File: src/rtl/aes_pkg.sv
// Shared AES datapath types and the column-major state byte indexing helper.
package aes_pkg;

    typedef logic [127:0] aes_state_t;
    typedef logic [7:0]   aes_byte_t;

    // Byte k of the state sits at row r, column c with k = r + 4c (byte 0 is the MSB).
    function automatic int byte_idx(input int r, input int c);
        return r + 4 * c;
    endfunction

endpackage

File: src/rtl/shift_rows_perm.sv
// Combinational AES ShiftRows (INVERSE=0) or InvShiftRows (INVERSE=1) byte permutation.
module shift_rows_perm
    import aes_pkg::*;
#(
    parameter bit INVERSE = 1'b0
) (
    input  aes_state_t in,
    output aes_state_t out
);

    // Pure wiring: each output byte (r,c) takes input byte (r, c+r) or (r, c-r) mod 4.
    for (genvar r = 0; r < 4; r++) begin : g_row
        for (genvar c = 0; c < 4; c++) begin : g_col
            localparam int SRC_C = INVERSE ? ((c - r + 4) % 4) : ((c + r) % 4);
            localparam int DST_K = byte_idx(r, c);
            localparam int SRC_K = byte_idx(r, SRC_C);
            assign out[127 - 8 * DST_K -: 8] = in[127 - 8 * SRC_K -: 8];
        end
    end

endmodule

File: src/rtl/shift_rows_unit.sv
// AES ShiftRows stage: independent forward and inverse lanes behind an optional
// output register with a valid flag.
module shift_rows_unit
    import aes_pkg::*;
#(
    parameter bit REGISTERED = 1'b1
) (
    input  logic         clock,
    input  logic         reset_n,
    input  logic         in_valid,
    input  aes_state_t   fwd_in,
    input  aes_state_t   inv_in,
    output logic         out_valid,
    output aes_state_t   fwd_out,
    output aes_state_t   inv_out
);

    aes_state_t fwd_perm_s;
    aes_state_t inv_perm_s;

    shift_rows_perm #(.INVERSE(1'b0)) u_fwd_perm (
        .in  (fwd_in),
        .out (fwd_perm_s)
    );

    shift_rows_perm #(.INVERSE(1'b1)) u_inv_perm (
        .in  (inv_in),
        .out (inv_perm_s)
    );

    if (REGISTERED) begin : g_reg
        logic       out_valid_r;
        aes_state_t fwd_out_r;
        aes_state_t inv_out_r;

        // Output stage: data registers only load on in_valid and otherwise hold.
        always_ff @(posedge clock or negedge reset_n) begin
            if (!reset_n) begin
                out_valid_r <= 1'b0;
                fwd_out_r   <= '0;
                inv_out_r   <= '0;
            end else if (in_valid) begin
                out_valid_r <= 1'b1;
                fwd_out_r   <= fwd_perm_s;
                inv_out_r   <= inv_perm_s;
            end else begin
                out_valid_r <= 1'b0;
            end
        end

        assign out_valid = out_valid_r;
        assign fwd_out   = fwd_out_r;
        assign inv_out   = inv_out_r;
    end else begin : g_bypass
        logic unused_s;
        assign unused_s  = clock ^ reset_n;
        assign out_valid = in_valid;
        assign fwd_out   = fwd_perm_s;
        assign inv_out   = inv_perm_s;
    end

endmodule

File: config.mk
export PLATFORM = sky130hd
export DESIGN_NAME = shift_rows_unit
export DESIGN_NICKNAME = d
export VERILOG_FILES = /design/src/rtl/aes_pkg.sv /design/src/rtl/shift_rows_perm.sv /design/src/rtl/shift_rows_unit.sv
export SDC_FILE = /design/constraint.sdc
export NUM_CORES = 1
export LEC_CHECK = 0
export CELL_PAD_IN_SITES_DETAIL_PLACEMENT = 0
export CELL_PAD_IN_SITES_GLOBAL_PLACEMENT = 1
export CORE_AREA = 2 2 202 204
export CTS_BUF_LIST = sky130_fd_sc_hd__clkbuf_8 sky130_fd_sc_hd__clkbuf_16
export CTS_CLUSTER_DIAMETER = 100
export CTS_CLUSTER_SIZE = 8
export DETAILED_ROUTE_END_ITERATION = 8
export DIE_AREA = 0 0 204 206
export GPL_TIMING_DRIVEN = 1
export PLACE_DENSITY = 0.76
export SLEW_MARGIN = 20
export SYNTH_ARGS = -nofsm -noshare
export SYNTH_HDL_FRONTEND = slang
export SYNTH_SLANG_ARGS = --single-unit
File: constraint.sdc
create_clock -name clock -period 0.81 [get_ports clock]
set_input_delay 0.081 -clock clock [delete_from_list [all_inputs] [get_ports clock]]
set_output_delay 0.081 -clock clock [all_outputs]
set_load 0.005 [all_outputs]
# --- Word-level counts from Yosys, hierarchy flattened ---
# Cells that the tools add are included.
totals:
  mem_bits_rw: 0
  wordCells: 4
  input_bits: 259
  regBits: 257
  latch_bits: 0
  memories: 0
  mem_bits_ro: 0
op_classes:
  n_div: 0
  mux: 1
  bitwise: 0
  n_reduce_logical: 0
  magnitude_cmp: 0
  n_mul: 0
  n_eq_ne: 0
  n_shift: 0
  add_sub_neg: 0
ops:
  columns: ["operator", "count"]
  rows:
  - ["2-to-1 mux 1 bit", 1]

# --- Logic depth before layout (Yosys ltp) ---
# Gate-level depths: netlist of the first run.
logic_depth:
  depth_word: 1
  depth_mapped: 3
  ltp_nobuf: 1

# --- Modules after synthesis ---
# Synthesis of the first run repeated with hierarchy kept, for this count alone.
hier_totals:
  cells_unflattened: 797
  hier_area_um2: 11541.1
by_module_without_submodules:
  columns: ["mod", "seq_area_each_um2", "area_per_inst_um2", "cells_each", "instances"]
  rows:
  - ["shift_rows_unit", 6431.2, 9619.2, 541, 1]
  - ["shift_rows_perm", 0.0, 960.9, 128, 2]

# --- Least setup slack after synthesis of the first run ---
# No wires, ideal clock.
synth_path:
  path_type: "input to register"
  from: "in in_valid"
  to: "reg g_reg.fwd_out_r[100], in the netlist fwd_out[100]"
  arrival_ns: 0.704
  slack_ns: -0.019
  stages: 3
  cell_sequence: "buf_4 -> buf_6 -> mux2_2"
synth_lines:
  columns: ["element", "line_no", "source"]
  rows:
  - ["from (decl)", "shift_rows_unit.sv:10", "input logic in_valid,"]
  - ["to (signal assigned)", "shift_rows_unit.sv:44", "fwd_out_r <= fwd_perm_s;"]
  - ["to (decl)", "shift_rows_unit.sv:33", "aes_state_t fwd_out_r;"]
# No word-level cell between the ends.

# --- Worst setup path in the final report of the first run ---
layout_path:
  from: "reg g_reg.fwd_out_r[121], in the netlist fwd_out[121]"
  to: "out fwd_out[121]"
layout_lines:
  columns: ["element", "line_no", "source"]
  rows:
  - ["to (decl)", "shift_rows_unit.sv:14", "output aes_state_t fwd_out,"]
# No word-level cell between the ends.

==> flow_metrics.py, run 1 <==
metrics = {
    "detailed_routing": {
        "vias_per_cell": 4.07,
        "vias": 6876,
        "drt-initial-drc-count": 142,
        "wl_per_cell_um": 17.7,
        "drtPass1Iterations": 4,
        "ant_nets": 0,
        "route.detailed.drc": 0,
        "drt-total-wl_um": 29900,
    },
    "placement": {
        "dp.cells": 1622,
        "place_congestion": 0.799,
        "port_buffers": 515,
        "hpwl_um": 23000,
    },
    "finish": {
        "fin_nets": 1412,
        "final_cells": 1688,
        "antenna_cells": 0,
        "area_growth_pct": 65.8,
        "layout-drive-gt1-share": 0.554,
    },
    "synth": {
        "synth_fp_nets": 800,
        "yosysTopAreaCellShare": 0.669,
        "synth_enable_flop_cells": 0,
        "syn_inst": 541,
        "yosysUniqueCellTypes": 5,
        "synth-seq-cells": 257,
        "syn_area_um2": 9620,
        "synth_top_flop_cell": "dfrtp_1",
        "seq_area_frac_synth": 0.669,
        "yosysWarnings": 0,
        "synth_common_cells": "dfrtp_1 (257), mux2_2 (256), buf_6 (26)",
        "yosysTopAreaCell": "dfrtp_1",
        "synth.area.top_cells": "dfrtp_1 (67%), mux2_2 (30%), buf_6 (3.0%), buf_4 (0.078%), buf_2 (0.052%)",
        "synthMostInstantiatedCell": "dfrtp_1",
        "avgSynthCellArea_um2": 17.8,
        "async_flop_share": 1.00,
    },
    "power": {
        "leakage_nw": 7.15,
        "ir_worst_vdd_v": 0.00157,
        "fin_total_pwr_w": 0.0347,
        "p_per_area_nw_per_um2": 2170,
    },
    "timing": {
        "worst_pin_slew_ps": 220,
        "fin_ws_ps": -331,
        "grt_setup_unrepaired": "yes",
        "post-route-period-util": 1.41,
        "hold_slack_ps": -18.3,
        "clock_skew_ps": 0,
        "period_minus_slack_ps": 1140,
        "maxSlewViolCount": 0,
        "relSlewSlack": 0.853,
        "setup_violations": 289,
        "max_freq_mhz": 877,
        "hold_violations": 2,
    },
    "clocking": {
        "clk_latency_ps": 520,
        "cts.sinks": 257,
        "cts.clk_slew.worst_paths_ps": 50,
        "cts-root-buf": "clkbuf_16",
        "htreeDepth": 2,
        "cts-buffers-inserted": 38,
        "cts_hold_repair.buffers": 3,
        "cts_buffer_depth": 3,
        "cts_tree": "done",
    },
    "global_routing": {
        "grt_max_degree": 31,
        "grt_pass1_wl_um": 43400,
        "antenna_found_initial": 0,
        "gr-total-overflow": 0,
        "grt_pass1_vias": 7434,
        "grt_usage": 0.134,
    },
    "setup_path": {
        "critPathMaxStageDelay_ps": 390,
        "cp_slowest_cell": "dfrtp_1",
        "crit_path_start_kind": "register",
        "cp_data_arrival_time_ps": 1060,
        "cp.required_ps": 730,
        "cp_top_family": "flip-flops",
        "critPathBufInv": 1,
        "worstSetupEndpointType": "output port",
        "path_cells": "buf_2",
        "cp_max_fo": 2,
        "path_class": "reg2out",
    },
    "run_status": {
        "status": "finished, violations left",
        "violations": "negative hold slack, negative setup slack",
    },
    "floorplanning": {
        "die_h_um": 206,
        "rows": 74,
        "start_util": 0.239,
        "die_area_um2": 42000,
        "core_area_um2": 40200,
        "die_x_um": 204,
        "ios": 516,
    },
    "min_path": {
        "hold_class": "in2reg",
    },
    "job": {
        "cap_violations": 0,
    },
}
[cell type report]
class | instances | area (um2)
Fill cell | 3861 | 24200
Sequential cell | 257 | 6430
Timing Repair Buffer | 600 | 4880
Multi-Input combinational cell | 256 | 2940
Clock buffer | 41 | 1030
Tap cell | 532 | 666
Clock inverter | 2 | 12.5
[per-stage QoR]
| step | setup WS, ps | hold slack, ps | setup TNS [ps] | cell area, um2 | utilization |
|---|---|---|---|---|---|
| floorplan | 6.54 | -215 | 0 | 9620 | - |
| global placement | -204 | 18.4 | -71370 | 15800 | 0.394 |
| detailed placement | -226 | 22.2 | -76260 | 15800 | 0.394 |
| CTS | -375 | -0.497 | -89030 | 15800 | 0.394 |
| global route | -390 | -29.5 | -93120 | 15900 | 0.397 |
| finish | -331 | -18.3 | -77850 | 15900 | 0.397 |
[flip-flops by register name, indices dropped and copies added (netlist names)]
name       flops
fwd_out      128
inv_out      128
out_valid      1
[cells in the final DEF, fill, tap and decap left out]
cell,instances
clkinv_4,1
inv_1,1
dfrtp_1,257
clkbuf_16,41
buf_4,47
mux2_4,14
clkdlybuf4s50_1,256
buf_6,28
buf_12,18
dlygate4sd3_1,2
buf_2,247
mux2_2,242
buf_8,2
[power by group]
| group | switching, W | internal (W) |
|---|---|---|
| combinational | 0.00200 | 0.00366 |
| sequential | 0.000642 | 0.0142 |
| clock | 0.00541 | 0.00881 |
[kinds of logic after synthesis]
kind of cell  Yosys count  synth area share
buf+inv                28            0.0317
flops                 257             0.669
mux                   256             0.300
[per-layer routing]
layer | GRT usage | wire, um
met1 | 0.153 | 11400
met2 | 0.231 | 15000
met3 | 0.0508 | 2740
met4 | 0.0450 | 764
met5 | 0 | 0
[worst paths after layout]
kind	from	slack (ps)	cells past startpoint	end
min in group asynchronous	reset_n	90	3	inv_out[127]
min	in_valid	-20	3	fwd_out[88]
max reg2reg	fwd_out[45]	-80	2	fwd_out[45]
min reg2reg	inv_out[125]	500	1	inv_out[125]
max	fwd_out[121]	-330	1	fwd_out[121]
max in group asynchronous	reset_n	260	4	inv_out[105]
[repair_timing]
action	CTS	global route
gates resized for setup	1037	35
endpoints found under the setup margin	268	287
buffers inserted	21	10
hold endpoints to repair	263	2
Power figures use the tool's default switching activity.
==> run 2, diff against run 1 <==
- CAP_MARGIN: not set -> 20
- PLACE_DENSITY: 0.76 -> not set
- PLACE_DENSITY_LB_ADDON: not set -> 0.2
==> run 2 against run 1 <==
Against the previous run:
- the run still ends with negative hold slack, negative setup slack left
- clock power about the same
- critical path depth unchanged
- flip-flop and latch count unchanged
- global-route usage up 0.74 points
- routed wire length up 3.0%
- die area stayed put
- critical endpoint is now fwd_out[49]
- largest cell class unchanged
==> flow_metrics.py, run 2 (synthesis results as in run 1) <==
metrics = {
    "floorplanning": {
        "die_x_um": 204,
        "core_area_um2": 40200,
        "start_util": 0.239,
        "die_area_um2": 42000,
        "ios": 516,
        "rows": 74,
        "die_h_um": 206,
    },
    "min_path": {
        "hp-start": "in_valid",
        "holdPathStages": 2,
        "hold_class": "in2reg",
        "min_to": "fwd_out[100]",
    },
    "finish": {
        "layout-drive-gt1-share": 0.543,
        "fin_nets": 1385,
        "layout_commonest_cell": "dfrtp_1",
        "fillers": 3906,
        "layout_common_cells": "dfrtp_1 (257), clkdlybuf4s50_1 (256), mux2_2 (243)",
        "area_growth_pct": 64.0,
        "utilization": 0.393,
        "final_cell_area_um2": 15800,
    },
    "power": {
        "leakage_nw": 7.03,
        "p_per_area_nw_per_um2": 2190,
        "ir_worst_vdd_v": 0.00202,
    },
    "timing": {
        "max_freq_mhz": 884,
        "period_minus_slack_ps": 1130,
        "worst_pin_slew_ps": 376,
        "clock_skew_ps": 0,
        "post-route-period-util": 1.40,
        "relSlewSlack": 0.749,
        "hold_violations": 3,
        "grt_setup_unrepaired": "yes",
        "hold_slack_ps": -30.7,
        "setup_violations": 283,
        "fin_ws_ps": -321,
        "maxSlewViolCount": 0,
    },
    "setup_path": {
        "critPathMaxStageDelay_ps": 400,
        "cp_max_fo": 2,
        "reg2reg_from": "inv_out[115]",
        "critPathBufInv": 1,
        "path_class": "reg2out",
        "cp.required_ps": 730,
        "cp_slowest_cell": "dfrtp_1",
        "r2r_setup_slack_ps": -150,
        "crit_path_start_kind": "register",
        "path_cells": "buf_2",
        "worstSetupEndpointType": "output port",
        "ff2ff_path_depth": 3,
        "cp_data_arrival_time_ps": 1050,
        "regToRegEndpoint": "inv_out[115]",
        "cp_top_family": "flip-flops",
    },
    "global_routing": {
        "gr-total-overflow": 0,
        "grt_pass1_wl_um": 44700,
        "grt_pass1_vias": 7185,
        "antenna_found_initial": 4,
        "grt_max_degree": 38,
        "grt_usage": 0.142,
    },
    "clocking": {
        "cts.clk_slew.worst_paths_ps": 50,
        "cts_tree": "done",
        "cts_hold_repair.buffers": 3,
        "cts-buffers-inserted": 38,
        "cts.sinks": 257,
        "htreeDepth": 2,
        "clk_latency_ps": 520,
        "cts_buffer_depth": 3,
        "cts-root-buf": "clkbuf_16",
    },
    "run_status": {
        "status": "finished, violations left",
        "violations": "negative hold slack, negative setup slack",
    },
    "detailed_routing": {
        "drt-total-wl_um": 30800,
        "route.detailed.drc": 0,
        "ant_nets": 0,
        "drt-initial-drc-count": 157,
        "vias": 6770,
        "vias_per_cell": 4.07,
        "wl_per_cell_um": 18.5,
        "drtPass1Iterations": 4,
    },
    "placement": {
        "pre_cts_slack_ps": -306,
        "dpl_cell_area_um2": 15600,
        "hpwl_um": 22800,
        "place_congestion": 0.727,
        "port_buffers": 515,
    },
    "job": {
        "cap_violations": 0,
    },
}
[run 2: changes by cell type in the layout (fill, tap and decap cells not counted)]
| cell | change |
|---|---|
| mux2_4 | -1 |
| buf_12 | -4 |
| diode_2 | +2 |
| buf_6 | +11 |
| buf_2 | -14 |
| buf_4 | -20 |
| mux2_2 | +1 |
[run 2: worst max path at each step]
| stage | slack (ps) | start | cells after the start | to |
|---|---|---|---|---|
| final | -320 | fwd_out[49] | 1 | fwd_out[49] |
| after global routing | -390 | inv_out[105] | 1 | inv_out[105] |
| after CTS | -390 | fwd_out[49] | 1 | fwd_out[49] |
| after detailed placement | -310 | in_valid | 3 | fwd_out[118] |
| after global placement | -290 | in_valid | 3 | fwd_out[117] |
| after floorplan | 7 | in_valid | 3 | fwd_out[0] |
[run 2: cell type report]
class | instances | area [um2] | share of cell area
antenna | 2 | 5.00 | 0.000317
clock buffer | 41 | 1030 | 0.0650
clock inverter | 2 | 12.5 | 0.000793
multi-input combinational | 256 | 2930 | 0.186
sequential | 257 | 6430 | 0.408
tap | 532 | 666 | 0.0422
timing repair buffer | 573 | 4700 | 0.298
[run 2: per-layer routing]
layer	track usage	share of wire	wire length, um	vias up
li1	-	-	-	3077
met1	0.167	0.40	12300	3286
met4	0.0616	0.028	847	4
met3	0.0665	0.12	3570	56
met2	0.220	0.45	14000	347
met5	0	0.0010	32	-
[run 2: stage by stage]
step	TNS (ps)	power [W]	cells
2_1_floorplan	0	0.0167	541
3_3_place_gp	-83750	0.0215	1595
3_5_place_dp	-86550	0.0215	1595
4_1_cts	-90320	0.0352	1661
5_1_grt	-92050	0.0364	1662
6_report	-76770	0.0346	1663
[run 2: worst register-to-register path: stages (launching register included)]
cell	delay [ps]
dfrtp_1	380
buf_6	120
buf_6	100
mux2_4	250
[run 2: report_power, final]
part           switching, W  internal [W]
Clock               0.00544       0.00881
Combinational       0.00196       0.00360
Sequential         0.000623        0.0142
[run 2: what timing repair did]
item                                   4_1_cts  5_1_grt
setup endpoints to repair                  263      281
endpoints found under the hold margin      261        3
pin swaps                                    0        0
setup buffers                               20       14
resized for setup                         1042       39
==> run 3, diff against run 2 <==
- ABC_CLOCK_PERIOD_IN_PS: not set -> 1100
- SLEW_MARGIN: 20 -> not set
- clock period: 0.81 -> 1.1 ns (I/O delays scaled with it)
==> run 3 against run 2 <==
Against the previous run:
- the flow finishes with violations (negative setup slack)
- clock power decreased by 27%
- flip-flop and latch count unchanged
- final area decreased by 1.2%
- routed wire length about the same
- non-clock buffer count decreased by 8
- core utilization decreased by 0.45 points
- die area unchanged
- highest routed layer unchanged
==> flow_metrics.py, run 3 (synthesis results as in run 1) <==
metrics = {
    "global_routing": {
        "grt_max_degree": 38,
        "antenna_found_initial": 1,
        "grt_usage": 0.143,
        "gr-total-overflow": 0,
        "grt_pass1_vias": 7224,
        "grt_pass1_wl_um": 45200,
    },
    "finish": {
        "fin_nets": 1377,
        "final_cells": 1652,
        "area_growth_pct": 62.1,
        "final_cell_area_um2": 15600,
        "layout_common_cells": "dfrtp_1 (257), mux2_2 (256), clkdlybuf4s50_1 (256)",
        "fillers": 3908,
        "layout_commonest_cell": "dfrtp_1",
        "layout-drive-gt1-share": 0.540,
        "antenna_cells": 0,
        "utilization": 0.388,
    },
    "detailed_routing": {
        "drt-initial-drc-count": 143,
        "wl_per_cell_um": 18.6,
        "vias_per_cell": 4.08,
        "drtPass1Iterations": 4,
        "route.detailed.drc": 0,
        "ant_nets": 0,
        "vias": 6746,
        "drt-total-wl_um": 30800,
    },
    "timing": {
        "relSlewSlack": 0.729,
        "worst_pin_slew_ps": 407,
        "max_freq_mhz": 853,
        "grt_setup_unrepaired": "yes",
        "clock_skew_ps": 0,
        "hold_slack_ps": 50.7,
        "maxSlewViolCount": 0,
        "setup_violations": 257,
        "period_minus_slack_ps": 1170,
        "hold_violations": 0,
        "post-route-period-util": 1.07,
        "fin_ws_ps": -72.6,
    },
    "setup_path": {
        "regToRegEndpoint": "inv_out[53]",
        "worstSetupEndpointType": "output port",
        "cp_max_fo": 2,
        "endpoint": "fwd_out[99]",
        "ff2ff_path_depth": 3,
        "r2r_setup_slack_ps": 110,
        "worstSetupStartpoint": "fwd_out[99]",
        "path_class": "reg2out",
        "critPathBufInv": 1,
        "cp.required_ps": 990,
        "cp_data_arrival_time_ps": 1060,
        "reg2reg_from": "inv_out[53]",
        "cp_top_family": "flip-flops",
        "path_cells": "buf_2",
        "crit_path_start_kind": "register",
        "cp_slowest_cell": "dfrtp_1",
        "critPathMaxStageDelay_ps": 380,
        "path_depth": 1,
    },
    "clocking": {
        "cts_tree": "done",
        "htreeDepth": 2,
        "cts-buffers-inserted": 38,
        "cts.clk_slew.worst_paths_ps": 50,
        "clk_latency_ps": 520,
        "cts-root-buf": "clkbuf_16",
        "cts_buffer_depth": 3,
        "cts.sinks": 257,
    },
    "power": {
        "clock_power_share": 0.409,
        "ir_worst_vdd_v": 0.00112,
        "leakage_nw": 6.91,
        "p_sw_frac": 0.236,
        "comb_power_share": 0.158,
        "p_sw_w": 0.00593,
        "p_per_area_nw_per_um2": 1610,
        "internal_power_w": 0.0192,
        "seqPwrFrac": 0.432,
    },
    "floorplanning": {
        "die_area_um2": 42000,
        "rows": 74,
        "ios": 516,
        "die_x_um": 204,
        "core_area_um2": 40200,
        "die_h_um": 206,
        "start_util": 0.239,
    },
    "run_status": {
        "status": "finished, violations left",
        "violations": "negative setup slack",
    },
    "placement": {
        "hpwl_um": 23300,
        "place_congestion": 0.722,
        "port_buffers": 515,
        "pre_cts_slack_ps": 28.5,
        "dpl_cell_area_um2": 15600,
        "dp.cells": 1594,
    },
    "min_path": {
        "hold_class": "in2reg",
        "hp-start": "in_valid",
    },
    "job": {
        "cap_violations": 0,
    },
}
run 3: changes by cell type in the layout (fill, tap and decap cells not counted):
cell | before | now
buf_6 | 39 | 23
buf_12 | 14 | 17
clkbuf_16 | 41 | 39
buf_2 | 233 | 234
mux2_4 | 13 | 0
diode_2 | 2 | 0
dlygate4sd3_1 | 2 | 1
inv_6 | 0 | 1
buf_4 | 27 | 32
mux2_2 | 243 | 256
run 3: how the worst min path moves through the flow:
stage	endpoint	cells after the start	slack [ps]
final	fwd_out[107]	3	50
after global routing	fwd_out[81]	3	40
after CTS	fwd_out[81]	3	20
after detailed placement	fwd_out[24]	1	50
after global placement	fwd_out[24]	1	40
after floorplan	fwd_out[0]	0	-190
run 3: area by class of cell:
| type | count | area (um2) | share of cell area |
|---|---|---|---|
| sequential | 257 | 6430 | 0.413 |
| timing repair buffer | 565 | 4610 | 0.296 |
| multi-input combinational | 256 | 2880 | 0.185 |
| clock buffer | 39 | 976 | 0.0626 |
| tap | 532 | 666 | 0.0427 |
| clock inverter | 3 | 21.3 | 0.00136 |
run 3: power groups by stage:
stage               sequential, W  clock (W)  combinational [W]
floorplan                  0.0111          0            0.00121
global placement           0.0110          0            0.00482
detailed placement         0.0110          0            0.00482
CTS                        0.0109     0.0107            0.00402
global route               0.0110     0.0112            0.00432
finish                     0.0109     0.0103            0.00398
run 3: through the flow:
step / power [W] / setup TNS (ps)
floorplan: 0.0123 / 0
global placement: 0.0158 / 0
detailed placement: 0.0159 / 0
CTS: 0.0256 / -21990
global route: 0.0265 / -24600
finish: 0.0251 / -9830
run 3: layer usage:
metal,vias to the layer above,global-route usage,wire length [um]
met5,-,0,7
met4,2,0.0476,802
met3,54,0.0673,3390
met2,319,0.245,15200
met1,3309,0.157,11400
li1,3062,-,-
run 3: what timing repair did:
item | CTS | global route
hold buffers | 1 | 0
pin swaps | 0 | 0
endpoints found under the hold margin | 257 | 0
setup buffers | 9 | 6
setup endpoints to repair | 257 | 257
resized for setup | 1042 | 9
